==> src/rtl/ctx_arb_pkg.sv <==
// Shared state encoding and default sizing for the context read arbiter.
package ctx_arb_pkg;

    localparam int NREQ_DFLT = 4;
    localparam int DW_DFLT   = 16;
    localparam int TMO_DFLT  = 15;

    typedef enum logic [1:0] {
        IDLE    = 2'd0,
        ISSUE   = 2'd1,
        CAPTURE = 2'd2,
        RESP    = 2'd3
    } state_t;

endpackage

==> src/rtl/ctx_read_arbiter_rr_picker.sv <==
// Round-robin pick: first requester at or above ptr, searching upward with wrap.
// Latency: purely combinational.
// Backpressure: none; the caller decides when the pick is consumed.
module rr_picker #(
    parameter int NREQ = 4,
    parameter int PW   = 2
) (
    input  logic [NREQ-1:0] req,
    input  logic [PW-1:0]   ptr,
    output logic [NREQ-1:0] win,
    output logic            vld
);

    always_comb begin
        int idx;
        logic [PW-1:0] idx_b;
        idx   = 0;
        idx_b = '0;
        win   = '0;
        vld   = 1'b0;
        for (int i = 0; i < NREQ; i++) begin
            idx = int'(ptr) + i;
            if (idx >= NREQ) idx = idx - NREQ;
            idx_b = PW'(idx);
            if (!vld && req[idx_b]) begin
                win[idx_b] = 1'b1;
                vld        = 1'b1;
            end
        end
    end

endmodule

==> src/rtl/ctx_read_arbiter.sv <==
// Arbitrates requester reads of one local context register and returns the value.
// Latency: gnt/rd_en one cycle after req is sampled in IDLE, rsp_valid three cycles after.
// Backpressure: response held until ack from the granted requester or TMO cycles elapse.
module ctx_read_arbiter
    import ctx_arb_pkg::*;
#(
    parameter int NREQ = NREQ_DFLT,
    parameter int DW   = DW_DFLT,
    parameter int TMO  = TMO_DFLT
) (
    input  logic            clk,
    input  logic            rst,
    input  logic [NREQ-1:0] req,
    input  logic [NREQ-1:0] ack,
    input  logic [DW-1:0]   ctx_in,
    output logic            rd_en,
    output logic [NREQ-1:0] gnt,
    output logic            rsp_valid,
    output logic [DW-1:0]   rsp_data,
    output logic            timeout_err,
    output logic            busy
);

    localparam int PW = (NREQ > 1) ? $clog2(NREQ) : 1;

    state_t          state_q, state_d;
    logic [PW-1:0]   ptr_q, ptr_d;
    logic [7:0]      cnt_q, cnt_d;
    logic [NREQ-1:0] gnt_q, gnt_d;
    logic [DW-1:0]   rsp_data_q, rsp_data_d;
    logic            rd_en_q, rd_en_d;
    logic            rsp_valid_q, rsp_valid_d;
    logic            timeout_err_q, timeout_err_d;
    logic            busy_q, busy_d;

    logic [NREQ-1:0] win;
    logic            win_vld;
    logic [PW-1:0]   gidx, gidx_nxt;
    logic            ack_hit, expire;

    rr_picker #(.NREQ(NREQ), .PW(PW)) u_pick (
        .req (req),
        .ptr (ptr_q),
        .win (win),
        .vld (win_vld)
    );

    always_comb begin
        gidx = '0;
        for (int i = 0; i < NREQ; i++) begin
            if (gnt_q[i]) gidx = PW'(i);
        end
        gidx_nxt = (gidx == PW'(NREQ - 1)) ? '0 : gidx + PW'(1);
    end

    // Ack beats expiry when both land in the same RESP cycle.
    assign ack_hit = (state_q == RESP) && |(ack & gnt_q);
    assign expire  = (state_q == RESP) && !ack_hit && (cnt_q == 8'(TMO - 1));

    always_comb begin
        state_d    = state_q;
        ptr_d      = ptr_q;
        cnt_d      = cnt_q;
        gnt_d      = gnt_q;
        rsp_data_d = rsp_data_q;
        case (state_q)
            IDLE: begin
                if (win_vld) begin
                    gnt_d   = win;
                    state_d = ISSUE;
                end
            end
            ISSUE: state_d = CAPTURE;
            CAPTURE: begin
                rsp_data_d = ctx_in;
                cnt_d      = '0;
                state_d    = RESP;
            end
            RESP: begin
                if (ack_hit || expire) begin
                    state_d = IDLE;
                    gnt_d   = '0;
                    ptr_d   = gidx_nxt;
                end else begin
                    cnt_d = cnt_q + 8'd1;
                end
            end
            default: state_d = IDLE;
        endcase
        // Outputs are registered copies of what the next state implies.
        rd_en_d       = (state_d == ISSUE);
        rsp_valid_d   = (state_d == RESP);
        busy_d        = (state_d != IDLE);
        timeout_err_d = expire;
    end

    always_ff @(posedge clk or negedge rst) begin
        if (!rst) begin
            state_q       <= IDLE;
            ptr_q         <= '0;
            cnt_q         <= '0;
            gnt_q         <= '0;
            rsp_data_q    <= '0;
            rd_en_q       <= 1'b0;
            rsp_valid_q   <= 1'b0;
            timeout_err_q <= 1'b0;
            busy_q        <= 1'b0;
        end else begin
            state_q       <= state_d;
            ptr_q         <= ptr_d;
            cnt_q         <= cnt_d;
            gnt_q         <= gnt_d;
            rsp_data_q    <= rsp_data_d;
            rd_en_q       <= rd_en_d;
            rsp_valid_q   <= rsp_valid_d;
            timeout_err_q <= timeout_err_d;
            busy_q        <= busy_d;
        end
    end

    assign rd_en       = rd_en_q;
    assign gnt         = gnt_q;
    assign rsp_valid   = rsp_valid_q;
    assign rsp_data    = rsp_data_q;
    assign timeout_err = timeout_err_q;
    assign busy        = busy_q;

endmodule

==> config.mk <==
export PLATFORM = sky130hd
export DESIGN_NAME = ctx_read_arbiter
export DESIGN_NICKNAME = d
export VERILOG_FILES = /design/src/rtl/ctx_arb_pkg.sv /design/src/rtl/ctx_read_arbiter_rr_picker.sv /design/src/rtl/ctx_read_arbiter.sv
export SDC_FILE = /design/constraint.sdc
export NUM_CORES = 1
export LEC_CHECK = 0
export CAP_MARGIN = 15
export CORE_MARGIN = 5
export CORE_UTILIZATION = 45
export CTS_CLUSTER_DIAMETER = 120
export DETAILED_ROUTE_END_ITERATION = 10
export GPL_ROUTABILITY_DRIVEN = 0
export PLACE_DENSITY_LB_ADDON = 0.25
export SYNTH_ARGS = -nofsm -noshare
export SYNTH_HDL_FRONTEND = slang
export SYNTH_SLANG_ARGS = --single-unit
==> constraint.sdc <==
create_clock -name clk -period 3.5 [get_ports clk]
set_clock_uncertainty 0.05 [all_clocks]
set_input_delay 0.35 -clock clk [delete_from_list [all_inputs] [get_ports clk]]
set_output_delay 0.35 -clock clk [all_outputs]
set_load 0.01 [all_outputs]
==> Yosys cells after proc, flatten, opt, wreduce, memory -nomap -nowiden <==
Index checks and enable logic that the tools add are counted.
{ "op_classes": {"add_sub_neg": 9, "order_cmp": 12, "eq_ne": 10, "muxes": 40, "bitwise_logic": 4, "n_reduce_logical": 23} }
{ "ops": {"columns": ["op", "n"], "rows": [
  ["two-way mux 4 bit", 6],
  ["two-way mux 2 bit", 9],
  ["case mux 8 bit (2 select lines)", 1],
  ["two-way mux 1 bit", 13],
  ["< comparator 2 x 3 -> 1 bit (second input constant)", 4],
  ["OR 4 bit", 3],
  ["logical AND 1 bit", 10],
  [">= comparator 3 bit (second input constant)", 3],
  ["adder 8 x 1 -> 8 bit (second input constant)", 1],
  ["binary-select mux 1 bit (select 2 bit)", 4],
  ["demux 1 bit (select 2 bit)", 4],
  ["== test 2 bit (second input constant)", 4],
  ["== test 8 x 4 -> 1 bit (second input constant)", 1],
  [">= comparator 2 x 1 -> 1 bit (second input constant)", 4],
  ["two-way mux 8 bit", 1],
  ["case mux 2 bit (4 select lines)", 1],
  ["case mux 4 bit (2 select lines)", 1],
  ["subtractor 2 x 1 -> 2 bit (second input constant)", 4],
  ["adder 2 x 2 -> 3 bit (second input constant)", 2],
  ["nonzero test 2 bit", 3],
  ["AND 4 bit", 1],
  ["== test 2 x 1 -> 1 bit (second input constant)", 2],
  ["logical NOT 1 bit", 4],
  ["!= test 2 x 1 -> 1 bit (second input constant)", 2],
  ["9 further kinds", 10]
]} }
{ "totals": {"regBits": 36, "inputBits": 26, "output_inout_bits": 24} }

==> Logic depth before layout (Yosys ltp) <==
Gate-level depths: netlist (run 1).
{ "depth": {"depth_word": 17, "mapped_depth": 10, "ltp_nobuf": 7} }

==> Cells and area by module <==
Synthesis (run 1) repeated with hierarchy kept, for this count alone.
{ "hier_totals": {"cells_unflattened": 228, "hier_area_um2": 2088.3} }
{ "modules_own_cells": {"columns": ["mod", "instances", "cells_per_inst", "area_per_inst_um2"], "rows": [
  ["ctx_read_arbiter", 1, 166, 1580.3],
  ["rr_picker", 1, 62, 508.0]
]} }

==> Worst setup path before layout (run 1) <==
Ideal clock, no wire load.
{ "synth_path": {"kind": "flip-flop to flip-flop", "from": "register ptr_q[0]", "to": "register gnt_q[3] (netlist: gnt[3])", "arrival_time_ns": 2.919, "required_time_ns": 3.329, "setup_slack_ns": 0.410, "path_stages_with_launch": 11, "path_buffers": 3, "cell_sequence": "dfrtp_1 -> clkbuf_1 -> clkbuf_1 -> inv_1 -> ha_1 -> clkbuf_1 -> mux4_2 -> nand2_1 -> o221ai_1 -> a221o_1 -> a22o_1"} }
{ "synth_via": {"elab_chain_cells": 16, "word_cells_on_any_way": 64, "cone_classes": "add/sub: 7; order compare: 12; eq/ne: 1; mux: 30; bitwise: 3; reduce/logical: 11"} }
{ "synth_lines": {"columns": ["item", "line_no", "rtl"], "rows": [
  ["start: declaration", "ctx_read_arbiter.sv:27", "logic [PW-1:0] ptr_q, ptr_d;"],
  ["start signal: assignment", "ctx_read_arbiter.sv:110", "ptr_q <= ptr_d;"],
  ["branches (longest 16 deep; another with adder 2 x 1 -> 3 bit)", null, null],
  ["end signal: assignment", "ctx_read_arbiter.sv:112", "gnt_q <= gnt_d;"],
  ["end: declaration", "ctx_read_arbiter.sv:29", "logic [NREQ-1:0] gnt_q, gnt_d;"]
]} }
Several ways; the timed one is not identified. The select of a mux whose other input is x is not followed.
A chain may end at the register's enable or synchronous reset.

==> Final worst setup path (run 1) <==
{ "layout_path": {"from": "register state_q[1]", "to": "register gnt_q[1] (netlist: gnt[1])"} }
{ "layout_via": {"elab_chain_cells": 8, "word_cells_on_any_way": 12, "cone_classes": "eq/ne: 3; mux: 1; reduce/logical: 8"} }
{ "layout_lines": {"columns": ["item", "line_no", "rtl"], "rows": [
  ["start: declaration", "ctx_read_arbiter.sv:26", "state_t state_q, state_d;"],
  ["start signal: assignment", "ctx_read_arbiter.sv:109", "state_q <= state_d;"],
  ["== test 2 bit", "ctx_read_arbiter.sv:57, ctx_read_arbiter.sv:58, ctx_read_arbiter.sv:66", null],
  ["logical AND 1 bit", "ctx_read_arbiter.sv:57", "assign ack_hit = (state_q == RESP) && |(ack & gnt_q);"],
  ["logical NOT 1 bit", "ctx_read_arbiter.sv:58", "assign expire = (state_q == RESP) && !ack_hit && (cnt_q == 8'(TMO - 1));"],
  ["logical AND 1 bit (2 in series)", "ctx_read_arbiter.sv:58", null],
  ["logical OR 1 bit", "ctx_read_arbiter.sv:80", "if (ack_hit || expire) begin"],
  ["!= test 2 x 1 -> 1 bit (no source line)", null, null],
  ["AND reduction 3 bit (no source line)", null, null]
]} }
Parallel ways exist; a longest one is shown, timed or not.

==> out/qor.txt, run 1 <==
outcome - finished, final reports clean
Routed Antenna Nets - 0
kind of critical path - reg -> reg
slew margin rel. - 46.83%
Hold Crit Class - in -> async
area share of the largest cell type after synthesis - 42.13%
Core Box Area - 4661 um^2
FF-to-FF End - gnt[1]
hold_buf cts - 0
Net Sw Frac - 38.52%
final core utilization - 58.68%
I/O pins - 50
die area - 6231 um^2
Max-Cap Viols - 0
simple-gate share of the synthesized area - 16.09%
Main synth FF type - dfrtp_1
fraction of the yosys area taken by sequential cells - 42.13%
post-synthesis compound-gate area fraction - 11.94%
Setup Buffers After CTS - 0
worst reg2reg path depth - 6
CTS HTree Levels - 2
worst vdd ir - 0.4304 mV
crit-path max FO - 11
period utilisation layout - 75.72%
CP Capture Type - register
RSZ-0062 raised after global routing - false
share of cells above drive strength 1 - 14.74%
main combinational cell family by area after synthesis - multiplexers
1st-pass router iterations - 6
Syn Area/Cell - 10.48 um^2
Final Max Tran Viols - 0
Net Switching - 0.8908 mW
total power - 2.313 mW
Sink Count - 36
Total Wirelength - 4.659 mm
post-synthesis cell type count - 42
crit path capture - gnt[1]
Leakage Power - 1.151 nW
drt drc - 0
first-pass GRT wire length - 7.576 mm
crit path DAT - 2.77 ns
EDFF count, synth - 0
Port Buffers - 49
total track usage - 15.54%
CTS tree - yes
syn nets - 242
initial antenna violation count - 0
cts repair resizes - 0
ant diodes - 0
clock group share of total power - 12.0%
min Tclk post-route - 2.650 ns
number of global-route vias before repair - 1,581
Initial Util - 45.88%
largest net degree at the start of global routing - 37
Root Driver - clkbuf_8
Synth area leaders - dfrtp_1, mux2_2, ha_1
Logic pwr share - 57.5%
post-DR vias/cell - 5.557
commonest non-fill, non-tap cell in the layout - clkdlybuf4s50_1
clk_lat worst skew - 0.29 ns
FMAX - 377.3 MHz
worst r2r src - state_q[1]
Clock transition at path regs - 0.07 ns
placed cell areas - 2658 um^2
actual slew at the worst max-slew pin - 0.7976 ns
Yosys top cell by area - dfrtp_1
Die Y - 78.94 um
routed vias - 1,695
Nets - 289
clock buffer count from CTS - 5
synthesized flop and latch total - 36
Setup TNS Final - 0 ns
Fin. Hold Viols - 0
internal reg-to-reg setup slack - 0.85 ns
final setup fails - 0
critical path startpoint category - register
critical path startpoint - state_q[1]
Detailed Route Iter0 Violations - 91
P&R area growth vs syn - 27.91%
final instance area - 2735 um^2
post-DP HPWL - 3.411 mm
WP data required - 3.62 ns
P per Cell Area - 845.6 nW/um^2
Rows - 25
Internal - 1.422 mW
drt wl/cell - 15.28 um
Mapped Cells - 204
Seq pwr share - 30.5%
Die Span X - 78.94 um
Post-Place Cells - 298
commonest non-fill, non-tap cells in the layout - clkdlybuf4s50_1, dfrtp_1, nand2_1
ys async rst share - 100.0%
Cell Area, Synth - 2138 um^2
yosys warns - 0
Post-Synth XOR/XNOR Area - 1.229%
Overflow after GRT - 0
post-synthesis adder-cell area fraction - 7.022%
non-filler cells in the finished layout - 305
post-synthesis mux area share - 17.55%
Max clock buf depth - 2
power groups by stage:
stage | Sequential, mW | Clock [mW] | Combinational (mW)
global route | 0.734 | 0.306 | 1.47
finish | 0.705 | 0.277 | 1.33
floorplan | 0.754 | 0 | 0.828
global placement | 0.706 | 0 | 1.33
detailed placement | 0.712 | 0 | 1.33
CTS | 0.705 | 0.289 | 1.34
cells by family after synthesis:
| logic type | Yosys count |
|---|---|
| AOI/OAI and AO/OA | 35 |
| xor gates and xnor gates | 3 |
| adders and majority gates | 12 |
| buffers and inverters | 21 |
| DFF | 36 |
| muxes | 32 |
| and+or+nand+nor | 65 |
cells in the mapped netlist (6+ instances only):
cell,n
nor2_1,10
o21ai_0,6
clkbuf_1,9
mux2i_1,9
ha_1,12
nand2_1,25
mux2_2,20
a21oi_1,7
inv_1,10
dfrtp_1,36
layer usage:
layer	wire, um	vias up	share of wire (%)	track usage (%)
met1	2110	812	45	21.98
li1	-	831	-	-
met3	313	4	6.7	4.535
met2	2211	48	47	23.34
met5	0	-	0	0
met4	24	0	0.52	4.124
worst min path at each step:
stage / from / endpoint / slack (ns) / depth (start not counted)
after floorplan: rst / busy / 0.004 / 0
after global placement: rst / timeout_err / 0.43 / 1
after detailed placement: rst / cnt_q[4] / 0.44 / 1
after CTS: rst / cnt_q[4] / 0.12 / 1
after global routing: rst / cnt_q[4] / 0.16 / 1
final: rst / timeout_err / 0.09 / 1
registers in the layout, indices dropped and copies added, names as in the netlist:
name         count
timeout_err      1
rd_en            1
ptr_q            2
rsp_valid        1
cnt_q            8
busy             1
rsp_data        16
gnt              4
state_q          2
critical path, stage by stage (launching register included):
cell and delay [ns]:
dfrtp_1 0.48, ha_1 0.28, or4b_4 0.49, nor4b_4 0.45, nor2_2 0.21, a211o_2 0.34, a22o_1 0.23
cell type report:
cell class | count | area, um^2
timing repair buffer | 51 | 500.5
tap | 54 | 67.56
sequential | 36 | 900.9
clock buffer | 6 | 72.57
inverter | 10 | 37.54
fill | 403 | 1926
multi-input combinational | 147 | 1151
clock inverter | 1 | 5.005
through the flow:
stage                     hold WS (ns)  setup WS [ns]
after floorplan               0.004409         0.4102
after CTS                       0.1218         0.8750
after global routing            0.1599         0.7035
after detailed placement        0.4369         0.8781
final                          0.09442         0.8497
after global placement          0.4329         0.9307
Note: power is estimated with default switching activity, not from simulation.
==> run 2: changes to the inputs <==
- clock period: 3.5 -> 2.3 ns (I/O delays scaled with it)
==> out/qor.txt, run 2 (synthesized netlist as in run 1, its figures left out) <==
outcome - complete, but fails checks
failing checks - negative hold slack
final core utilization - 61.69%
ant diodes - 0
Root Driver - clkbuf_8
placed cell areas - 2760 um^2
area of the multi-input gates - 1169 um^2
RSZ-0062 raised after global routing - false
total track usage - 15.75%
Logic pwr share - 57.7%
slew margin rel. - 47.74%
Initial Util - 45.88%
Post-Place Cells - 309
CTS tree - yes
1st-pass router iterations - 4
hold_ws - -0.03105 ns
clock group share of total power - 14.3%
min Tclk post-route - 2.189 ns
Final Max Tran Viols - 0
Clock transition at path regs - 0.07 ns
share of cells above drive strength 1 - 20.53%
P per Cell Area - 1314 nW/um^2
worst vdd ir - 0.6260 mV
actual slew at the worst max-slew pin - 0.7839 ns
commonest non-fill, non-tap cells in the layout - clkdlybuf4s50_1, dfrtp_1, nand2_1
worst slack at placement - 0.006616 ns
crit-path max FO - 8
CP Capture Type - register
hold_buf cts - 0
Internal - 2.392 mW
Fin. Hold Viols - 36
FMAX - 456.9 MHz
WP data required - 2.42 ns
post-DP HPWL - 3.425 mm
crit path setup slack, layout - 0.1113 ns
Die Y - 78.94 um
Net Sw Frac - 36.69%
Overflow after GRT - 0
first-pass GRT wire length - 7.866 mm
Max-Cap Viols - 0
I/O pins - 50
largest net degree at the start of global routing - 37
crit path DAT - 2.31 ns
Port Buffers - 49
CTS HTree Levels - 2
period utilisation layout - 95.16%
Core Box Area - 4661 um^2
number of global-route vias before repair - 1,727
die area - 6231 um^2
Die Span X - 78.94 um
Nets - 300
cts repair resizes - 0
Routed Antenna Nets - 0
kind of critical path - reg -> reg
Leakage Power - 1.220 nW
register area - 903.4 um^2
Seq pwr share - 27.9%
Net Switching - 1.386 mW
post-DR vias/cell - 5.473
non-filler cells in the finished layout - 317
clock buffer count from CTS - 5
P&R area growth vs syn - 34.46%
critical path startpoint category - register
drt drc - 0
Sink Count - 36
total power - 3.778 mW
Setup Buffers After CTS - 0
drt wl/cell - 14.37 um
clk_lat worst skew - 0.28 ns
Setup TNS Final - 0 ns
final instance area - 2875 um^2
number of flip-flops in the largest register - 16
commonest non-fill, non-tap cell in the layout - clkdlybuf4s50_1
FILL cells - 384
final setup fails - 0
initial antenna violation count - 0
Hold Crit Class - in -> async
routed vias - 1,735
Detailed Route Iter0 Violations - 72
Rows - 25
Total Wirelength - 4.556 mm
Max clock buf depth - 2
run 2: power groups by stage:
stage               logic (mW)  registers [mW]  clock network [mW]
detailed placement        2.18            1.07                   0
floorplan                 1.39            1.15                   0
finish                    2.18            1.06               0.542
CTS                       2.19            1.06               0.560
global placement          2.16            1.06                   0
global route              2.38            1.10               0.583
run 2: path summary, 6_finish.rpt:
| path | startpoint | end | slack (ns) | cells past startpoint |
|---|---|---|---|---|
| worst min register to register | rsp_data[3] | rsp_data[3] | 0.46 | 1 |
| worst max-delay path | ptr_q[0] | gnt[1] | 0.11 | 7 |
| min in group clk | rsp_data[3] | rsp_data[3] | 0.46 | 1 |
| max in group asynchronous | rst | state_q[0] | 1.68 | 1 |
| worst min-delay path | rst | cnt_q[3] | -0.03 | 1 |
| worst max register to register | ptr_q[0] | gnt[1] | 0.11 | 7 |
run 2: cell type report:
cell class              count  share of cell area, %
clock buffers               6                  2.524
clock inverters             2                  1.218
inverters                  10                  1.567
multi-input cells         147                  40.64
flip-flops and latches     36                  31.42
well taps                  54                  2.350
repair buffers             62                  20.28
run 2: metal layers:
layer | vias to the layer above | wire (um) | GRT usage [%]
met1 | 835 | 1977 | 19.35
li1 | 855 | - | -
met3 | 9 | 171 | 2.948
met2 | 36 | 2319 | 26.99
met5 | - | 0 | 0
met4 | 0 | 87 | 6.873
run 2: critical path, stage by stage, from the launching register on:
cell and delay (ns):
dfrtp_2 0.41, inv_8 0.06, ha_4 0.30, mux4_2 0.55, nand2_1 0.08, o221ai_1 0.12
a221o_1 0.32, a22o_1 0.19
==> run 3: changes to the inputs <==
- GPL_TIMING_DRIVEN: default -> 0
==> out/qor.txt, run 3 (synthesized netlist as in run 1, its figures left out) <==
worst slack at placement - -0.3819 ns
Max-Cap Viols - 0
actual slew at the worst max-slew pin - 0.8061 ns
Detailed Route Iter0 Violations - 87
Nets - 304
Die Span X - 78.94 um
post-DR vias/cell - 5.533
hold_ws - -0.01957 ns
failing checks - negative hold slack
CP Buf/Inv Count - 1
Overflow after GRT - 0
Hold Crit Class - in -> async
worst vdd ir - 0.7724 mV
Rows - 25
Sink Count - 36
post-DP HPWL - 3.487 mm
CP Capture Type - register
Seq pwr share - 26.8%
ant diodes - 0
Net Switching - 1.486 mW
Net Sw Frac - 36.95%
worst reg2reg path depth - 7
period utilisation layout - 99.23%
Crit-path slowest cell - or4b_4
crit-path max FO - 10
1st-pass router iterations - 4
first-pass GRT wire length - 8.079 mm
cell breakdown of the critical path - ha_4 -> or4b_4 -> nor4b_4 -> nor2_2 -> buf_6 -> o32ai_1 -> a21oi_1
Crit path max-delay family - simple AND/OR/NAND/NOR gates
routed vias - 1,776
die area - 6231 um^2
number of global-route vias before repair - 1,725
Final Max Tran Viols - 0
crit path DAT - 2.39 ns
Setup TNS Final - 0 ns
drt wl/cell - 15.99 um
Root Driver - clkbuf_8
crit path setup slack, layout - 0.01782 ns
critical path startpoint - state_q[0]
Port Buffers - 48
P&R area growth vs syn - 37.57%
initial antenna violation count - 0
Logic pwr share - 58.2%
slew margin rel. - 46.26%
Initial Util - 45.88%
P per Cell Area - 1367 nW/um^2
WP data required - 2.41 ns
commonest non-fill, non-tap cells in the layout - clkdlybuf4s50_1, dfrtp_1, nand2_1
total track usage - 16.23%
clk_lat worst skew - 0.28 ns
Leakage Power - 1.233 nW
Total Wirelength - 5.133 mm
I/O pins - 50
CTS tree - yes
Routed Antenna Nets - 0
Fin. Hold Viols - 36
Die Y - 78.94 um
crit-path max cell delay - 0.48 ns
Max clock buf depth - 2
Core Box Area - 4661 um^2
internal reg-to-reg setup slack - 0.02 ns
share of cells above drive strength 1 - 23.60%
drt drc - 0
FMAX - 438.2 MHz
kind of critical path - reg -> reg
final setup fails - 0
number of flip-flops in the largest register - 16
clock buffer count from CTS - 5
commonest non-fill, non-tap cell in the layout - clkdlybuf4s50_1
Clock transition at path regs - 0.07 ns
critical path startpoint category - register
largest net degree at the start of global routing - 37
FF-to-FF End - rsp_valid
clock group share of total power - 15.1%
CTS HTree Levels - 2
placed cell areas - 2743 um^2
final instance area - 2942 um^2
worst r2r src - state_q[0]
outcome - complete, but fails checks
min Tclk post-route - 2.282 ns
Internal - 2.535 mW
run 3: cell count changes in the layout (fill, tap and decap cells not counted), moves of 2 or more:
cell and delta:
clkbuf_8 +2, dfrtp_1 -2, buf_4 -2, o221ai_1 -2
clkbuf_1 +4, nand2_1 -2, o221ai_2 +2, nand2_2 +2
dfrtp_2 +2
run 3: worst max path at each step:
| stage | end | slack, ns | cells after the start |
|---|---|---|---|
| 6_report | rsp_valid | 0.02 | 7 |
| 5_1_grt | rsp_valid | -0.05 | 7 |
| 4_1_cts | gnt[1] | -0.007 | 8 |
| 3_5_place_dp | gnt[1] | -0.38 | 9 |
| 3_3_place_gp | gnt[1] | -0.38 | 10 |
| 2_1_floorplan | gnt[3] | -0.17 | 10 |
run 3: what timing repair did:
action | 4_1_cts | 5_1_grt
hold buffers | 0 | 0
gates cloned | 0 | 0
hold endpoints to repair | 0 | 0
resized for setup | 5 | 8
endpoints found under the setup margin | 14 | 17
setup buffers | 10 | 1
pin swaps | 4 | 6
run 3: worst reg2reg max path, delay by kind of cell (launching register included):
| family | cells | cell delay, ns |
|---|---|---|
| flip-flops | 1 | 0.41 |
| adder cells (fa/ha/maj) | 1 | 0.19 |
| AO/OA/AOI/OAI | 2 | 0.48 |
| buffers and inverters | 1 | 0.15 |
| AND/OR/NAND/NOR | 3 | 0.89 |
run 3: layout make-up:
cell class,count,area (um^2)
clock buffer,7,96.34
inverter,10,45.04
timing repair buffer,59,558.0
tap,54,67.56
multi-input combinational,147,1204
fill,387,1719
buffer,7,35.03
sequential,36,905.9
clock inverter,1,30.03
run 3: per-layer routing:
metal / track usage [%] / vias up / wire length (um)
met5: 0 / - / 0
met4: 6.701 / 0 / 108
met3: 3.288 / 12 / 186
met2: 28.10 / 40 / 2678
met1: 19.67 / 861 / 2160
li1: - / 863 / -
run 3: power by group through the flow:
stage	clock network (mW)	logic, mW	registers, mW
4_1_cts	0.626	2.31	1.06
3_5_place_dp	0	2.19	1.09
5_1_grt	0.652	2.54	1.11
2_1_floorplan	0	1.39	1.15
6_report	0.606	2.34	1.08
3_3_place_gp	0	2.15	1.08
run 3: stage by stage:
step / total power [mW] / util (%) / instances
2_1_floorplan: 2.539 / - / 204
3_3_place_gp: 3.232 / 58.95 / 306
3_5_place_dp: 3.279 / 58.85 / 306
4_1_cts: 3.998 / 62.77 / 321
5_1_grt: 4.305 / 63.11 / 321
6_report: 4.021 / 63.11 / 321
